`config.mk`:
```
export PLATFORM = sky130hd
export DESIGN_NAME = simple_mcu
export DESIGN_NICKNAME = d
export VERILOG_FILES = /design/src/rtl/simple_mcu_pkg.sv /design/src/rtl/simple_mcu_rom.sv /design/src/rtl/simple_mcu.sv
export SDC_FILE = /design/constraint.sdc
export NUM_CORES = 1
export LEC_CHECK = 0
export CELL_PAD_IN_SITES_DETAIL_PLACEMENT = 1
export CELL_PAD_IN_SITES_GLOBAL_PLACEMENT = 1
export CORE_MARGIN = 3
export CORE_UTILIZATION = 51
export CTS_BUF_LIST = sky130_fd_sc_hd__clkbuf_8 sky130_fd_sc_hd__clkbuf_16
export DETAILED_ROUTE_END_ITERATION = 8
export HOLD_SLACK_MARGIN = 0.15
export PLACE_DENSITY = 0.94
export SLEW_MARGIN = 20
export SYNTH_ARGS = -nofsm -noshare
export SYNTH_HDL_FRONTEND = slang
export SYNTH_SLANG_ARGS = --single-unit
```
`constraint.sdc`:
```
create_clock -name Pclk -period 14.48 [get_ports Pclk]
set_input_delay 2.172 -clock Pclk [delete_from_list [all_inputs] [get_ports Pclk]]
set_output_delay 2.172 -clock Pclk [all_outputs]
set_load 0.005 [all_outputs]
```
`src/rtl/simple_mcu_pkg.sv`:
```
// Shared constants and types for the simple_mcu teaching core: opcodes, FSM states,
// bus-select encoding and the default program image.
package simple_mcu_pkg;

    localparam int unsigned DEF_DATA_W = 16;
    localparam int unsigned DEF_ADDR_W = 4;
    localparam int unsigned NUM_REGS   = 8;

    localparam logic [2:0] OP_MV   = 3'b000;
    localparam logic [2:0] OP_MVI  = 3'b001;
    localparam logic [2:0] OP_ADD  = 3'b010;
    localparam logic [2:0] OP_SUB  = 3'b011;
    localparam logic [2:0] OP_HALT = 3'b111;

    typedef logic [2:0] state_t;
    localparam state_t StIdle = 3'd0;
    localparam state_t StT0   = 3'd1;
    localparam state_t StT1   = 3'd2;
    localparam state_t StT2   = 3'd3;
    localparam state_t StT3   = 3'd4;

    typedef enum logic [1:0] {
        BusZero,
        BusDin,
        BusReg,
        BusG
    } bus_sel_e;

    // Word 0 sits in the least-significant slice.
    localparam logic [DEF_DATA_W*(2**DEF_ADDR_W)-1:0] ROM_DEFAULT = {
        16'h01C0,                                  // 15: halt
        {8{16'h0100}},                             // 7..14: nop
        16'h0010,                                  // 6: mv R2,R0
        16'h00C1,                                  // 5: sub R0,R1
        16'h0081,                                  // 4: add R0,R1
        16'h0003, 16'h0048,                        // 2,3: mvi R1,#3
        16'h0005, 16'h0040                         // 0,1: mvi R0,#5
    };

endpackage

```
`src/rtl/simple_mcu_rom.sv`:
```
// Combinational instruction ROM; contents fixed at elaboration from a packed image.
module simple_mcu_rom
    import simple_mcu_pkg::*;
#(
    parameter int unsigned DATA_W = DEF_DATA_W,
    parameter int unsigned ADDR_W = DEF_ADDR_W,
    parameter logic [(2**ADDR_W)*DATA_W-1:0] IMAGE = ROM_DEFAULT
) (
    input  logic [ADDR_W-1:0] addr,
    output logic [DATA_W-1:0] data
);

    logic [DATA_W-1:0] mem [2**ADDR_W];

    for (genvar i = 0; i < 2**ADDR_W; i++) begin : g_word
        assign mem[i] = IMAGE[i*DATA_W +: DATA_W];
    end

    assign data = mem[addr];

endmodule

```
`src/rtl/simple_mcu.sv`:
```
// Minimal 16-bit microcontroller: multi-cycle FSM, eight registers, accumulator A,
// result register G and one shared bus, fed by an internal instruction ROM.
module simple_mcu
    import simple_mcu_pkg::*;
#(
    parameter int unsigned DATA_W = DEF_DATA_W,
    parameter int unsigned ADDR_W = DEF_ADDR_W,
    parameter logic [(2**ADDR_W)*DATA_W-1:0] ROM_IMAGE = ROM_DEFAULT
) (
    input  logic              Pclk,
    input  logic              Resetn,
    input  logic              Run,
    output logic              Done,
    output logic [DATA_W-1:0] bus,
    output logic [ADDR_W-1:0] counter
);

    logic [DATA_W-1:0] din;
    state_t            state_q, state_d;
    logic [ADDR_W-1:0] counter_q, counter_d;
    logic [8:0]        ir_q;
    logic              ir_we;
    logic [DATA_W-1:0] regs_q [NUM_REGS];
    logic [DATA_W-1:0] a_q, g_q, alu_res;
    logic              reg_we, a_we, g_we;
    bus_sel_e          bus_sel;
    logic [2:0]        bus_reg;
    logic [2:0]        din_op, ir_op, ir_x, ir_y;

    simple_mcu_rom #(
        .DATA_W (DATA_W),
        .ADDR_W (ADDR_W),
        .IMAGE  (ROM_IMAGE)
    ) u_rom (
        .addr (counter_q),
        .data (din)
    );

    assign din_op  = din[8:6];
    assign ir_op   = ir_q[8:6];
    assign ir_x    = ir_q[5:3];
    assign ir_y    = ir_q[2:0];
    assign counter = counter_q;

    // Fetch decodes straight from DIN because IR only loads at the end of T0.
    always_comb begin
        state_d   = state_q;
        counter_d = counter_q;
        ir_we     = 1'b0;
        reg_we    = 1'b0;
        a_we      = 1'b0;
        g_we      = 1'b0;
        bus_sel   = BusZero;
        bus_reg   = '0;
        Done      = 1'b0;
        case (state_q)
            StIdle: begin
                if (Run) begin
                    state_d = StT0;
                end
            end
            StT0: begin
                bus_sel   = BusDin;
                ir_we     = 1'b1;
                counter_d = counter_q + ADDR_W'(1);
                case (din_op)
                    OP_MV, OP_MVI, OP_ADD, OP_SUB: state_d = StT1;
                    OP_HALT: begin
                        Done    = 1'b1;
                        state_d = StIdle;
                    end
                    default: begin
                        Done    = 1'b1;
                        state_d = StT0;
                    end
                endcase
            end
            StT1: begin
                case (ir_op)
                    OP_MV: begin
                        bus_sel = BusReg;
                        bus_reg = ir_y;
                        reg_we  = 1'b1;
                        Done    = 1'b1;
                        state_d = StT0;
                    end
                    OP_MVI: begin
                        bus_sel   = BusDin;
                        reg_we    = 1'b1;
                        counter_d = counter_q + ADDR_W'(1);
                        Done      = 1'b1;
                        state_d   = StT0;
                    end
                    OP_ADD, OP_SUB: begin
                        bus_sel = BusReg;
                        bus_reg = ir_x;
                        a_we    = 1'b1;
                        state_d = StT2;
                    end
                    default: state_d = StIdle;
                endcase
            end
            StT2: begin
                bus_sel = BusReg;
                bus_reg = ir_y;
                g_we    = 1'b1;
                state_d = StT3;
            end
            StT3: begin
                bus_sel = BusG;
                reg_we  = 1'b1;
                Done    = 1'b1;
                state_d = StT0;
            end
            default: state_d = StIdle;
        endcase
    end

    always_comb begin
        case (bus_sel)
            BusDin:  bus = din;
            BusReg:  bus = regs_q[bus_reg];
            BusG:    bus = g_q;
            default: bus = '0;
        endcase
    end

    assign alu_res = (ir_op == OP_SUB) ? a_q - bus : a_q + bus;

    always_ff @(posedge Pclk or negedge Resetn) begin
        if (!Resetn) begin
            state_q   <= StIdle;
            counter_q <= '0;
            ir_q      <= '0;
            a_q       <= '0;
            g_q       <= '0;
        end else begin
            state_q   <= state_d;
            counter_q <= counter_d;
            if (ir_we) ir_q <= din[8:0];
            if (a_we)  a_q  <= bus;
            if (g_we)  g_q  <= alu_res;
        end
    end

    // Destination is always Rx; all writes take the bus value of the current cycle.
    always_ff @(posedge Pclk or negedge Resetn) begin
        if (!Resetn) begin
            for (int i = 0; i < NUM_REGS; i++) begin
                regs_q[i] <= '0;
            end
        end else if (reg_we) begin
            regs_q[ir_x] <= bus;
        end
    end

endmodule

```
### Word level (Yosys, flattened, before mapping)

Memory sizes are Yosys's and may differ from the RTL's.
Index checks and enable logic that the tools add are counted.

* register bits after elaboration: 176
* word-level logic and storage cells: 78
* memories kept: 1
* input port bits: 3
* ROM bits: 256

* equality and inequality tests: 16
* bitwise logic cells: 3
* $add $sub $neg: 3
* multiplexer cells: 28
* reduce and logical (&&, ||, !) cells: 10
* $lt $le $gt $ge: 4

Memory list
* (name not given): words 16, width 16, read ports 1, clocked after memory_dff 0, write ports 0, line simple_mcu_rom.sv:19 `assign data = mem[addr];`

Operator list (number)
* $bwmux W128: 1
* $mux W16: 6
* $bmux W16 S3: 1
* $demux W16 S3: 1
* $pmux W16 S3: 1
* $eq A3 B2 Y1 const B: 6
* $add A16 B16 Y16: 1
* $sub A16 B16 Y16: 1
* $pmux W3 S5: 1
* $pmux W2 S2: 3
* $pmux W3 S2: 2
* $eq A3 B1 Y1 const B: 3
* $logic_not A3 Y1: 3
* $ge A4 B4 Y1 const B: 2
* $not A3 Y4: 2
* $pmux W2 S4: 1
* $pmux W4 S2: 1
* $eq A3 B3 Y1 const B: 2
* $mux W1: 6
* $ge A5 B5 Y1 const B: 1
* $not A4 Y5: 1
* $add A4 B1 Y4 const B: 1
* $eq A2 B2 Y1 const B: 2
* $lt A4 B1 Y1 const B: 1
* other kinds (12): 14

### Logic depth before layout (Yosys ltp)

Gate-level depths: netlist (run 1).

* depth after elaboration: 11
* depth in mapped cells: 22

### By module

Synthesis (run 1) repeated with hierarchy kept, for this count alone.

* cells, all modules: 1006
* area total of the unflattened synthesis: 9146.3 um2

By module, submodules not included
* simple_mcu: sequential area each 4404.2 um2, times used 1, cells an instance 978, area each 8919.8 um2
* simple_mcu_rom: sequential area each 0.0 um2, times used 1, cells an instance 28, area each 226.5 um2

### Worst setup path after synthesis (run 1)

OpenSTA, ideal clock, no wires.

* kind: register -> register
* start point: reg state_q[0]
* end point: reg g_q[15]
* path slack: 9.738 ns
* arrival: 4.611 ns
* clock period less this slack: 4.742 ns
* cell stages (with the launch flop): 21
* buffers on the path: 3
* required time: 14.349 ns
* path through: dfrtp_1 > clkbuf_1 > o211a_2 > nor2_2 > clkbuf_1 > mux2i_1 > o221a_2 > clkbuf_1 > ha_1 > nand3_1 > or4_4 > o31ai_2 > xnor2_1 > ha_1 > and3_1 > a21oi_1 > o21ai_0 > o41a_1 > and4_1 > mux2i_1 > nand3_1

* cells in the longest elaborated chain, start to end: 9
* elaborated cells between the ends (all ways): 18

Ends and longest elaborated chain
* start: declaration: line simple_mcu.sv:19 `state_t state_q, state_d;`
* start signal: assignment: line simple_mcu.sv:132 `state_q <= StIdle;`
* start signal: assignment: line simple_mcu.sv:138 `state_q <= state_d;`
* $eq A3 B2 Y1: line simple_mcu.sv:56 `case (state_q)`
* $pmux W3 S2: line simple_mcu.sv:56
* $not A3 Y4 (not written as such): line simple_mcu.sv:122 `BusReg: bus = regs_q[bus_reg];`
* $bmux W16 S3: line simple_mcu.sv:122
* $mux W16 (not written as such) (2 in series): line simple_mcu.sv:122
* $pmux W16 S3: line simple_mcu.sv:120 `case (bus_sel)`
* $add A16 B16 Y16 / $sub A16 B16 Y16 (equally long branches): line simple_mcu.sv:128 `assign alu_res = (ir_op == OP_SUB) ? a_q - bus : a_q + bus;`
* $mux W16: line simple_mcu.sv:128
* end signal: assignment: line simple_mcu.sv:142 `if (g_we) g_q <= alu_res;`
* end: declaration: line simple_mcu.sv:24 `logic [DATA_W-1:0] a_q, g_q, alu_res;`

Several ways; a longest one is shown, not always the timed one. The select of a mux whose other input is x is not followed.
A chain may end at the register's enable or synchronous reset.

### Final worst setup path (run 1)

* start point: reg state_q[1]
* end point: reg g_q[15]

Same word-level chain as after synthesis.

==> run metrics, run 1 <==
outcome=finished, final reports clean; Worst Reg-to-Reg Cells=20; Top Family by Delay on Critical Path=compound AO/OA/AOI/OAI gates; num ports=24; routed wire length=21600 um; largest net degree at the start of global routing=61; metal3 WL=1420 um; Chip Height=116 um; worst reg2reg setup slack=8.21 ns; Clock Pin Slew Worst Setup and Hold Paths=0.07 ns; post-layout min period=6.27 ns; Vias=5674; Total GRT Usage=33.9%; # diodes=0; crit-path cells=nor2b_1, nand2_1, buf_4, inv_2, nor2_1, a32oi_1, a21oi_1, a221oi_2, inv_1, o41ai_1, xnor2_1, ha_1, o21ai_0, a41oi_1, o41ai_1, o21ai_0, o41a_1, nor4_1, mux2i_1, nand3_1; Slew Viols, Final=0; number of port buffers=23; Synth Flop Type=dfrtp_1; Util after Layout=58.8%; post-route ant nets=0; Crit path required time=14.78 ns; initial antenna violation count=0; die width=116 um; setup TNS=0 ns; HP Class=reg2reg; CP max stage cell=a221oi_2; cts bufs inserted=9; post-CTS setup buffers=0; Post-Synthesis Cells=687; Worst Path Buf+Inv=3; Least-Margin Pin Slew=0.878 ns; syn avg cell area=9.02 um2; area leader, netlist=dfrtp_1; register area share after synthesis=44.8%; CTS tree=built; flops & latches, synth=111; Tcrit/Tclk final=43.3%; routed len/inst=25.6 um; Setup Viol. Count Final=0; Cell Area, Synth=6200 um2; Synth cell types=71; RSZ-0062 raised after global routing=false; first-pass GRT wire length=34300 um; Final Hold Viols=0; post-DP HPWL=13000 um; DR top layer=met4; asr flop ratio synth=100%; Max Buffers Root-to-Sink=2; VDD IR max=0.234 mV; Core ar.=11700 um2; NumNets Final=720; max frequency=159 MHz; RePlAce Congestion=0.850; P_leak=3.08 nW; drt drc=0; DR vias/cell=6.74; drt first pass iters=7; die area=13500 um2; Starting Density=53.2%; initial drt markers=628; reg2reg end=g_q[15]$_DFFE_PN0N_; std cell rows=39; most common cell in the synthesized netlist=nand2_1; total gr overflow=0; H-tree lvl count=3; crit end category=flop; R2R Path Start=state_q[1]$_DFFE_PN0P_; critical path peak fanout=34; metal2 WL=10500 um; crit-path max cell delay=0.64 ns; Synth top area share=44.8%; slew margin rel.=41.4%; clock net sink count=111; MaxCap Viol Count=0; Ys Warns=0; Worst Setup EP=g_q[15]$_DFFE_PN0N_; CTS root buffer=clkbuf_16; Crit Path Class=reg2reg; hold_buf cts=0; Synth top cells by count=126 x nand2_1, 111 x dfrtp_1, 101 x o21ai_0; Clock Latency Late Sink=0.37 ns; WP data arrival=6.57 ns; Critical Path Start=state_q[1]$_DFFE_PN0P_; M1 WL=8530 um; vias in the first global route=6110; Stages on worst setup path=20; Pwr per Cell Area=278 nW/um2; layout cells sized above 1=8.30%; Area contributors post-synth=dfrtp_1 45%, o21ai_0 8.2%, nand2_1 7.6%, ha_1 4.4%, xnor2_1 3.1%; Area Overhead vs Synth=10.6%; Final Skew=0.00883 ns; syn_nets=713; number of synthesized flops with an enable pin=0; startpoint type of the worst setup path=flop; post-cts resize count=0
==> through the flow <==
stage,total power [mW],hold slack (ns),area [um2],setup WS [ns],instances
global route,1.99,0.517,6860,7.96,842
detailed placement,1.49,0.469,6540,8.80,826
global placement,1.42,0.455,6540,9.15,826
floorplan,1.19,0.442,6200,9.74,687
CTS,1.86,0.486,6850,8.33,842
finish,1.91,0.481,6860,8.21,842
==> how the worst min path moves through the flow <==
stage	from	end	slack [ns]	cells past startpoint
2_1_floorplan	g_q[10]$_DFFE_PN0N_	g_q[10]$_DFFE_PN0N_	0.44	2
3_3_place_gp	regs_q[72]$_DFFE_PN0P_	regs_q[72]$_DFFE_PN0P_	0.46	2
3_5_place_dp	regs_q[94]$_DFFE_PN0P_	regs_q[94]$_DFFE_PN0P_	0.47	2
4_1_cts	regs_q[94]$_DFFE_PN0P_	regs_q[94]$_DFFE_PN0P_	0.49	2
5_1_grt	regs_q[91]$_DFFE_PN0P_	regs_q[91]$_DFFE_PN0P_	0.52	2
6_report	regs_q[94]$_DFFE_PN0P_	regs_q[94]$_DFFE_PN0P_	0.48	2
==> where the power goes <==
| group | internal, mW | total [mW] | switching, mW |
|---|---|---|---|
| Sequential | 0.384 | 0.466 | 0.0814 |
| Combinational | 0.442 | 1.18 | 0.736 |
| Clock | 0.144 | 0.265 | 0.121 |
==> layer usage <==
metal  up-vias  global-route usage [%]
li1       2432                       -
met1      2842                    42.6
met2       300                    55.0
met3       100                    6.11
met4         0                    19.5
met5         -                       0
==> tightest hold or removal path, delay by kind of cell, from the launching register on <==
kind,cells,cell delay [ns]
and+or+nand+nor,1,0.05
DFF,1,0.34
AOI/OAI and AO/OA,1,0.06
==> cell usage in the layout (no fill, tap or decap), types with 4 or more instances in the layout <==
cell / count
a211o_1: 5
a211oi_1: 8
a21boi_0: 8
a21o_1: 5
a21oi_1: 24
a221oi_2: 4
a31oi_1: 4
and3_1: 7
buf_4: 9
clkbuf_16: 9
clkdlybuf4s50_1: 22
dfrtp_1: 111
ha_1: 22
inv_1: 31
mux2_1: 5
mux2_2: 8
mux2i_1: 10
nand2_1: 124
nand2b_1: 7
nand3_1: 16
nand4_1: 4
nor2_1: 34
nor2b_1: 6
nor3_1: 7
o211ai_1: 6
o21ai_0: 101
xnor2_1: 22
xor2_1: 5
==> cell families (layout without fill, tap and decap cells) <==
group / Yosys count / after routing / synth area share (%)
flops: 111 / 111 / 44.8
mux: 23 / 23 / 3.98
xor+xnor: 27 / 27 / 3.81
buf+inv: 68 / 80 / 4.20
compound gates: 202 / 202 / 20.9
simple gates: 233 / 233 / 17.5
fa+ha+maj: 23 / 23 / 4.76
==> final cells by class <==
type                       count  area (um2)
multi-input combinational    508        3180
clock inverter                 5        57.6
tap                          143         179
timing repair buffer          31         288
inverter                      33         124
sequential                   111        2780
clock buffer                  11         253
fill                        1283        4810
==> registers in the layout, indices dropped and copies added, names as in the netlist <==
signal,flops
a_q,16
counter,4
g_q,16
ir_q,8
regs_q,64
state_q,3
No activity file was read; power rests on OpenSTA's default activity.
==> run 2, diff against run 1 <==
--- a/config.mk
+++ b/config.mk
@@ -8,11 +8,11 @@
 export CELL_PAD_IN_SITES_DETAIL_PLACEMENT = 1
 export CELL_PAD_IN_SITES_GLOBAL_PLACEMENT = 1
 export CORE_MARGIN = 3
-export CORE_UTILIZATION = 51
+export CORE_UTILIZATION = 43
 export CTS_BUF_LIST = sky130_fd_sc_hd__clkbuf_8 sky130_fd_sc_hd__clkbuf_16
 export DETAILED_ROUTE_END_ITERATION = 8
 export HOLD_SLACK_MARGIN = 0.15
-export PLACE_DENSITY = 0.94
+export PLACE_DENSITY = 0.85
 export SLEW_MARGIN = 20
 export SYNTH_ARGS = -nofsm -noshare
 export SYNTH_HDL_FRONTEND = slang
==> constraint.sdc (replaced) <==
create_clock -name Pclk -period 5.7 [get_ports Pclk]
set_input_delay 0.855 -clock Pclk [delete_from_list [all_inputs] [get_ports Pclk]]
set_output_delay 0.855 -clock Pclk [all_outputs]
set_load 0.005 [all_outputs]
==> run 2 against run 1 <==
Compared with the run above:
- first-iteration DRC count down 48%
- core utilization down 9.2 points
- combinational power up 130%
==> run metrics, run 2 (synthesis gave the netlist of run 1 again) <==
drt first pass iters=5 (was 7); CTS root buffer=clkbuf_16 (unchanged); layout cells sized above 1=9.38% (was 8.30%); commonest non-fill, non-tap cell in the layout=nand2_1 (unchanged); HP Class=reg2reg (unchanged); R2R Path Start=state_q[2]$_DFFE_PN0P_ (was state_q[1]$_DFFE_PN0P_); Clock Latency Late Sink=0.36 ns (was 0.37 ns); outcome=finished, final reports clean (unchanged); CTS tree=built (unchanged); initial antenna violation count=0 (unchanged); routed wire length=17800 um (was 21600 um); post-DP HPWL=13000 um (about the same); initial drt markers=327 (was 628); Slew Viols, Final=0 (unchanged); Crit path required time=5.99 ns (was 14.78 ns); Critical Path Start=state_q[2]$_DFFE_PN0P_ (was state_q[1]$_DFFE_PN0P_); clock net sink count=111 (unchanged); most frequent cells in the layout=124 x nand2_1, 111 x dfrtp_1, 101 x o21ai_0 (unchanged); Setup Viol. Count Final=0 (unchanged); register area=2780 um2 (unchanged); Pwr per Cell Area=641 nW/um2 (was 278 nW/um2); Vias=5191 (was 5674); most flop-heavy register=regs_q (unchanged); Clock Pin Slew Worst Setup and Hold Paths=0.07 ns (about the same); H-tree lvl count=3 (unchanged); std cell rows=43 (was 39); worst reg2reg setup slack=0.34 ns (was 8.21 ns); largest net degree at the start of global routing=63 (was 61); startpoint type of the worst setup path=flop (unchanged); multi-input combinational cell area=3210 um2 (was 3180 um2); drt drc=0 (unchanged); number of port buffers=23 (unchanged); Max Buffers Root-to-Sink=2 (unchanged); reg2reg end=g_q[15]$_DFFE_PN0N_ (unchanged); slew margin rel.=41.2% (was 41.4%); total gr overflow=0 (unchanged); Chip Height=126 um (was 116 um); P_leak=3.10 nW (was 3.08 nW); num ports=24 (unchanged); Final Hold Viols=0 (unchanged); RePlAce Congestion=0.871 (was 0.850); die area=15900 um2 (was 13500 um2); Tcrit/Tclk final=94.1% (was 43.3%); Util after Layout=49.6% (was 58.8%); max frequency=187 MHz (was 159 MHz); Largest register FFs=64 (unchanged); Total GRT Usage=23.3% (was 33.9%); VDD IR max=0.553 mV (was 0.234 mV); WP data arrival=5.65 ns (was 6.57 ns); Crit Path Class=reg2reg (unchanged); cts bufs inserted=9 (unchanged); Core ar.=14000 um2 (was 11700 um2); # diodes=0 (unchanged); first-pass GRT wire length=29400 um (was 34300 um); dpl cell area=6620 um2 (was 6540 um2); FILL cells=1629 (was 1283); Finished Cell Area=6940 um2 (was 6860 um2); setup TNS=0 ns (unchanged); post-route ant nets=0 (unchanged); NumNets Final=725 (was 720); Final Skew=0.00915 ns (was 0.00883 ns); critical path peak fanout=19 (was 34); die width=126 um (was 116 um); Worst Reg-to-Reg Cells=17 (was 20); DR vias/cell=5.87 (was 6.74); Least-Margin Pin Slew=0.878 ns (about the same); vias in the first global route=5525 (was 6110); Starting Density=44.3% (was 53.2%); Largest regs=regs_q: 64 flops, a_q: 16 flops, g_q: 16 flops (unchanged); post-CTS setup buffers=0 (unchanged); Worst Setup EP=g_q[15]$_DFFE_PN0N_ (unchanged); post-layout min period=5.36 ns (was 6.27 ns); routed len/inst=20.2 um (was 25.6 um); MaxCap Viol Count=0 (unchanged); crit end category=flop (unchanged); Area Overhead vs Synth=11.9% (was 10.6%)
==> run 2: cell count changes in the layout (fill, tap and decap cells not counted), moves of 2 or more <==
cell,change
nand3_1,-2
buf_4,+5
nor2b_2,+2
nand3_2,+2
clkinv_2,+2
nor2b_1,-2
==> run 2: per-layer routing <==
metal | track usage [%] | vias up | part of all wire (%)
li1 | - | 2435 | -
met1 | 31.2 | 2651 | 46
met2 | 39.3 | 82 | 50
met3 | 2.25 | 23 | 2.1
met4 | 8.83 | 0 | 1.9
met5 | 0 | - | 0
==> run 2: worst min-delay path by stage <==
stage                                       from                     end  slack, ns  cells past startpoint
after detailed placement  regs_q[95]$_DFFE_PN0P_  regs_q[95]$_DFFE_PN0P_       0.47                      2
final                     regs_q[95]$_DFFE_PN0P_  regs_q[95]$_DFFE_PN0P_       0.48                      2
after CTS                 regs_q[95]$_DFFE_PN0P_  regs_q[95]$_DFFE_PN0P_       0.48                      2
after floorplan              g_q[10]$_DFFE_PN0N_     g_q[10]$_DFFE_PN0N_       0.44                      2
after global routing          a_q[0]$_DFFE_PN0P_      a_q[0]$_DFFE_PN0P_       0.52                      2
after global placement    regs_q[95]$_DFFE_PN0P_  regs_q[95]$_DFFE_PN0P_       0.46                      2
==> run 2: what timing repair did <==
action | CTS | global route
endpoints found under the setup margin | 0 | 2
gates resized for setup | 0 | 4
hold buffers | 0 | 0
==> run 2: metrics by stage <==
step / hold slack (ns) / cells / total power, mW / setup WS, ns
2_1_floorplan: 0.442 / 687 / 3.03 / 0.958
3_3_place_gp: 0.456 / 868 / 3.62 / 0.489
3_5_place_dp: 0.465 / 868 / 3.79 / 0.140
4_1_cts: 0.481 / 884 / 4.42 / 0.0137
5_1_grt: 0.517 / 884 / 4.81 / -0.00762
6_report: 0.478 / 884 / 4.45 / 0.339
==> run 2: final cells by class <==
class,count,share of cell area [%]
clock buffers,11,3.64
clock inverters,5,0.361
inverters,33,1.79
multi-input cells,508,46.2
flip-flops and latches,111,40.0
well taps,180,3.25
repair buffers,36,4.69
==> run 2: where the power goes <==
| group | switching, mW | internal, mW |
|---|---|---|
| clock network | 0.287 | 0.316 |
| registers | 0.183 | 0.977 |
| logic | 1.55 | 1.13 |
==> run 2: worst max-delay path, stage by stage (launching register included) <==
cell and delay, ns:
dfrtp_1 0.48, nor3b_2 0.38, nand3_2 0.27, nand2_4 0.32, mux2_1 0.40, a221oi_4 0.49
nand4_2 0.23, or4_4 0.55, o31ai_2 0.21, xnor2_1 0.18, ha_1 0.31, and3_1 0.18
a21oi_1 0.11, o21ai_0 0.14, o41a_1 0.43, nor4_1 0.36, mux2i_1 0.16, nand3_1 0.11
